===== config.mk =====
export PLATFORM = sky130hd
export DESIGN_NAME = modport_sync_fifo
export DESIGN_NICKNAME = d
export VERILOG_FILES = /design/src/rtl/fifo_pkg.sv /design/src/rtl/fifo_mem.sv /design/src/rtl/modport_sync_fifo.sv
export SDC_FILE = /design/constraint.sdc
export NUM_CORES = 1
export LEC_CHECK = 0
export ABC_AREA = 1
export ABC_CLOCK_PERIOD_IN_PS = 3300
export CORE_MARGIN = 2
export CORE_UTILIZATION = 57
export DETAILED_ROUTE_END_ITERATION = 16
export PLACE_DENSITY = 0.81
export SLEW_MARGIN = 15
export SYNTH_ARGS = -nofsm -noshare
export SYNTH_HDL_FRONTEND = slang
export SYNTH_SLANG_ARGS = --single-unit

===== constraint.sdc =====
create_clock -name clk -period 3.3 [get_ports clk]
set_clock_uncertainty 0.05 [all_clocks]
set_input_delay 0.825 -clock clk [delete_from_list [all_inputs] [get_ports clk]]
set_output_delay 0.825 -clock clk [all_outputs]
set_load 0.005 [all_outputs]

===== src/rtl/fifo_pkg.sv =====
// fifo_pkg: shared FIFO geometry defaults and pointer type
package fifo_pkg;
  localparam int DEF_DSIZE = 8;
  localparam int DEF_ASIZE = 4;
  typedef logic [DEF_ASIZE:0] ptr_t;
endpackage


===== src/rtl/fifo_mem.sv =====
// fifo_mem: 2**ASIZE x DSIZE RAM, synchronous write, asynchronous read
module fifo_mem
  import fifo_pkg::*;
#(
  parameter int DSIZE = DEF_DSIZE,
  parameter int ASIZE = DEF_ASIZE
) (
  input  logic             clk,
  input  logic             wclken,
  input  logic [ASIZE-1:0] waddr,
  input  logic [DSIZE-1:0] wdata,
  input  logic [ASIZE-1:0] raddr,
  output logic [DSIZE-1:0] rdata
);
  logic [DSIZE-1:0] mem [2**ASIZE];
  always_ff @(posedge clk)
    if (wclken) mem[waddr] <= wdata;
  assign rdata = mem[raddr];
endmodule


===== src/rtl/modport_sync_fifo.sv =====
// modport_sync_fifo: single-clock first-word-fall-through FIFO with occupancy and error pulses
module modport_sync_fifo
  import fifo_pkg::*;
#(
  parameter int DSIZE = DEF_DSIZE,
  parameter int ASIZE = DEF_ASIZE
) (
  input  logic             clk,
  input  logic             rst,
  input  logic             winc,
  input  logic [DSIZE-1:0] wdata,
  output logic             wfull,
  input  logic             rinc,
  output logic [DSIZE-1:0] rdata,
  output logic             rempty,
  output logic [ASIZE:0]   count,
  output logic             overflow,
  output logic             underflow
);
  logic [ASIZE:0] wptr, rptr;
  logic wen, ren;
  // MSB is the lap bit: equal low bits with differing laps means full
  assign rempty = wptr == rptr;
  assign wfull  = (wptr[ASIZE] != rptr[ASIZE]) && (wptr[ASIZE-1:0] == rptr[ASIZE-1:0]);
  assign count  = wptr - rptr;
  assign wen    = winc && !wfull;
  assign ren    = rinc && !rempty;
  always_ff @(posedge clk or negedge rst)
    if (!rst) begin
      wptr      <= '0;
      rptr      <= '0;
      overflow  <= 1'b0;
      underflow <= 1'b0;
    end else begin
      wptr      <= wptr + {{ASIZE{1'b0}}, wen};
      rptr      <= rptr + {{ASIZE{1'b0}}, ren};
      overflow  <= winc && wfull;
      underflow <= rinc && rempty;
    end
  fifo_mem #(.DSIZE(DSIZE), .ASIZE(ASIZE)) u_mem (
    .clk    (clk),
    .wclken (wen),
    .waddr  (wptr[ASIZE-1:0]),
    .wdata  (wdata),
    .raddr  (rptr[ASIZE-1:0]),
    .rdata  (rdata)
  );
endmodule


==> out/results.tsv <==
stage	metric	value	unit
cells_and_area	num_antenna_cells	0	
drt	ant_nets	0	
sta	finalSetupViolations	0	
setup_path	path_cells	buf_6, nand3_1, nand2_1, nand2_1, nand2_1, clkinv_1, nand2_1, clkdlybuf4s50_1	
sta	tightest_slew	0.833	ns
floorplan	fp.dieArea	12000	sq um
drt	drt-vias-per-instance	5.41	
synthesis	synthArstFlopShare	8.57	%
worst_hold_path	hold_class	reg2reg	
synthesis	synth_top_area_share	60.4	%
floorplan	die_width	110	um
placed_design	hpwl	8680	um
setup_path	cp-end-kind	output pin	
cells_and_area	fin_nets	696	
clock_tree	clk_pin_slew	0.06	ns
power_and_ir_drop	p_leak	3.35	nW
global_routing	grt_pass1_wl	22200	um
global_routing	track_usage	25.8	%
setup_path	cp-start-kind	flop	
drt	wl_met2	7050	um
synthesis	ys_seq_area_share	65.2	%
setup_path	critPathTopFamily	buffers and inverters	
sta	slew_violations	0	
drt	met3_wirelength	1280	um
synthesis	synth.avg_cell_area	10.0	sq um
clock_tree	cts_max_path_buffers	2	
sta	period_minus_slack	3.22	ns
setup_path	crit_arrival	2.35	ns
power_and_ir_drop	p_per_area	952	nW/um^2
setup_path	worst_path_most_repeated_cell	nand2_1	
synthesis	post-synth-top-area-cell	edfxtp_1	
floorplan	die_h	110	um
floorplan	num_io_pins	29	
clock_tree	cts_tree	done	
synthesis	synth.distinct_cells	23	
setup_path	cp_num_cells	8	
cells_and_area	syn2layout_area_growth	17.8	%
setup_path	crit_fanout	34	
worst_hold_path	whs_path_depth	1	
synthesis	ys_ff_latch	140	
drt	post_drt_wl_per_cell	17.3	um
drt	drtIter0Drc	438	
clock_tree	htreeDepth	4	
sta	hold_viol_final	0	
sta	fin_hold_ws	0.482	ns
clock_tree	cts-hold-fix-buffers	0	
cells_and_area	fillers	748	
setup_path	reg2regPathDepth	7	
floorplan	coreArea	10800	sq um
drt	wl_met1	5500	um
placed_design	gp_congestion	0.835	
synthesis	synth_area_leaders	edfxtp_1 (60%), nand2_1 (12%), inv_1 (7.3%), nand3_1 (6.5%), dfrtp_1 (4.7%)	
synthesis	synth.most_common_cell	nand2_1	
sta	fin_tns_setup	0	ns
clock_tree	clock_latency	0.53	ns
clock_tree	cts.sinks	140	
clock_tree	cts_buffers	17	
floorplan	rows	38	
synthesis	syn_inst	635	
sta	timing.fmax	310	MHz
synthesis	synthFlopType	edfxtp_1	
power_and_ir_drop	p_total	0.00713	W
power_and_ir_drop	worst_ir_drop_vdd	0.968	mV
setup_path	cp.required	2.42	ns
global_routing	grt_pass1_vias	4528	
drt	drc_errors	0	
synthesis	netlist_area	6360	sq um
drt	drt_first_pass_iters	5	
floorplan	initial_core_util	58.7	%
drt	vias	4479	
setup_path	crit_type	reg2out	
sta	min_period_over_period	97.7	%
clock_tree	cts_root_buffer	clkbuf_8	
cells_and_area	drive_above_1_share	9.01	%
setup_path	slowest_delay	0.50	ns
global_routing	grt_max_degree	65	
cells_and_area	final_core_util	69.1	%
sta	slew_headroom	44.2	%
synthesis	synth_edf_count	128	
drt	totalWireLength	14300	um
global_routing	antenna_found_initial	0	
run_status	outcome	complete, no violations	
setup_path	path_buf_inv	3	
setup_path	crit_slowest_cell	clkdlybuf4s50_1	
synthesis	syn_nets	656	
synthesis	yosys-top-cells-count	nand2_1 (202), edfxtp_1 (128), inv_1 (123)	
synthesis	yosys_warnings	0	
flow_run	drv_cap	0	
drt	top_layer_used	met4	
placed_design	port_buffers	28	
global_routing	grt_overflow_total	0	
[what timing repair did]
action                                  CTS  global route
gates resized for setup                   5             8
endpoints found under the setup margin   11            11
cloned                                    0             1
setup buffers                             1             0
pin swaps                                 1             0
[power breakdown]
| group | switching, W | leakage [nW] | internal, W | total [W] |
|---|---|---|---|---|
| clock | 0.000680 | 0.292 | 0.00126 | 0.00194 |
| sequential | 0.000124 | 1.30 | 0.00219 | 0.00232 |
| combinational | 0.00173 | 1.76 | 0.00114 | 0.00288 |
[kinds of logic after synthesis]
group,after synthesis,share of synthesized area (%)
simple gates,315,21.2
buf+inv,157,9.90
xor+xnor,10,1.50
compound gates,4,0.315
fa+ha+maj,9,1.89
flops,140,65.2
[layout by cell type (no fill, tap or decap), types with 4 or more instances in the layout]
master,Yosys,layout
buf_4,6,9
clkbuf_16,0,17
dfrtp_1,12,10
nor2_1,22,21
nand3_1,82,82
inv_1,123,123
bufinv_16,0,4
nand2_1,202,202
nand2_4,4,4
buf_6,0,4
clkdlybuf4s50_1,0,27
ha_1,8,7
xor2_1,6,6
edfxtp_1,128,128
clkinv_1,8,10
[flip-flops by register name, indices dropped and copies added, names as in the netlist]
name / cells
rptr: 5
wptr: 5
overflow: 1
underflow: 1
u_mem.mem: 128
[per-stage QoR]
| stage | instance area (sq um) | instances | setup slack, ns |
|---|---|---|---|
| 2_1_floorplan | 6360 | 635 | 0.978 |
| 3_3_place_gp | 6800 | 794 | 0.502 |
| 3_5_place_dp | 6800 | 794 | 0.493 |
| 4_1_cts | 7430 | 827 | 0.00517 |
| 5_1_grt | 7490 | 828 | -0.00697 |
| 6_report | 7490 | 828 | 0.0759 |
[worst paths after layout]
check,from,endpoint,slack (ns)
max,rptr[1],rdata[3],0.08
min,rptr[4],rptr[4],0.48
max reg2reg,rptr[1],u_mem.mem[10][3],0.81
min reg2reg,rptr[4],rptr[4],0.48
max in group asynchronous,rst,rptr[1],2.18
min in group asynchronous,rst,rptr[2],0.61
[metal layers]
metal | vias up | GRT usage [%]
met5 | - | 0
met4 | 0 | 14.3
met3 | 38 | 6.34
met2 | 236 | 41.4
met1 | 2126 | 32.3
li1 | 2079 | -
[cell type report]
cell class,instances,area [sq um],area share (%)
sequential,140,4150,55.4
multi-input combinational,338,1610,21.4
inverter,135,512,6.83
clock buffer,20,445,5.95
timing repair buffer,43,437,5.83
tap,140,175,2.34
clock inverter,12,169,2.25
Note: power is estimated with default switching activity, not from simulation.
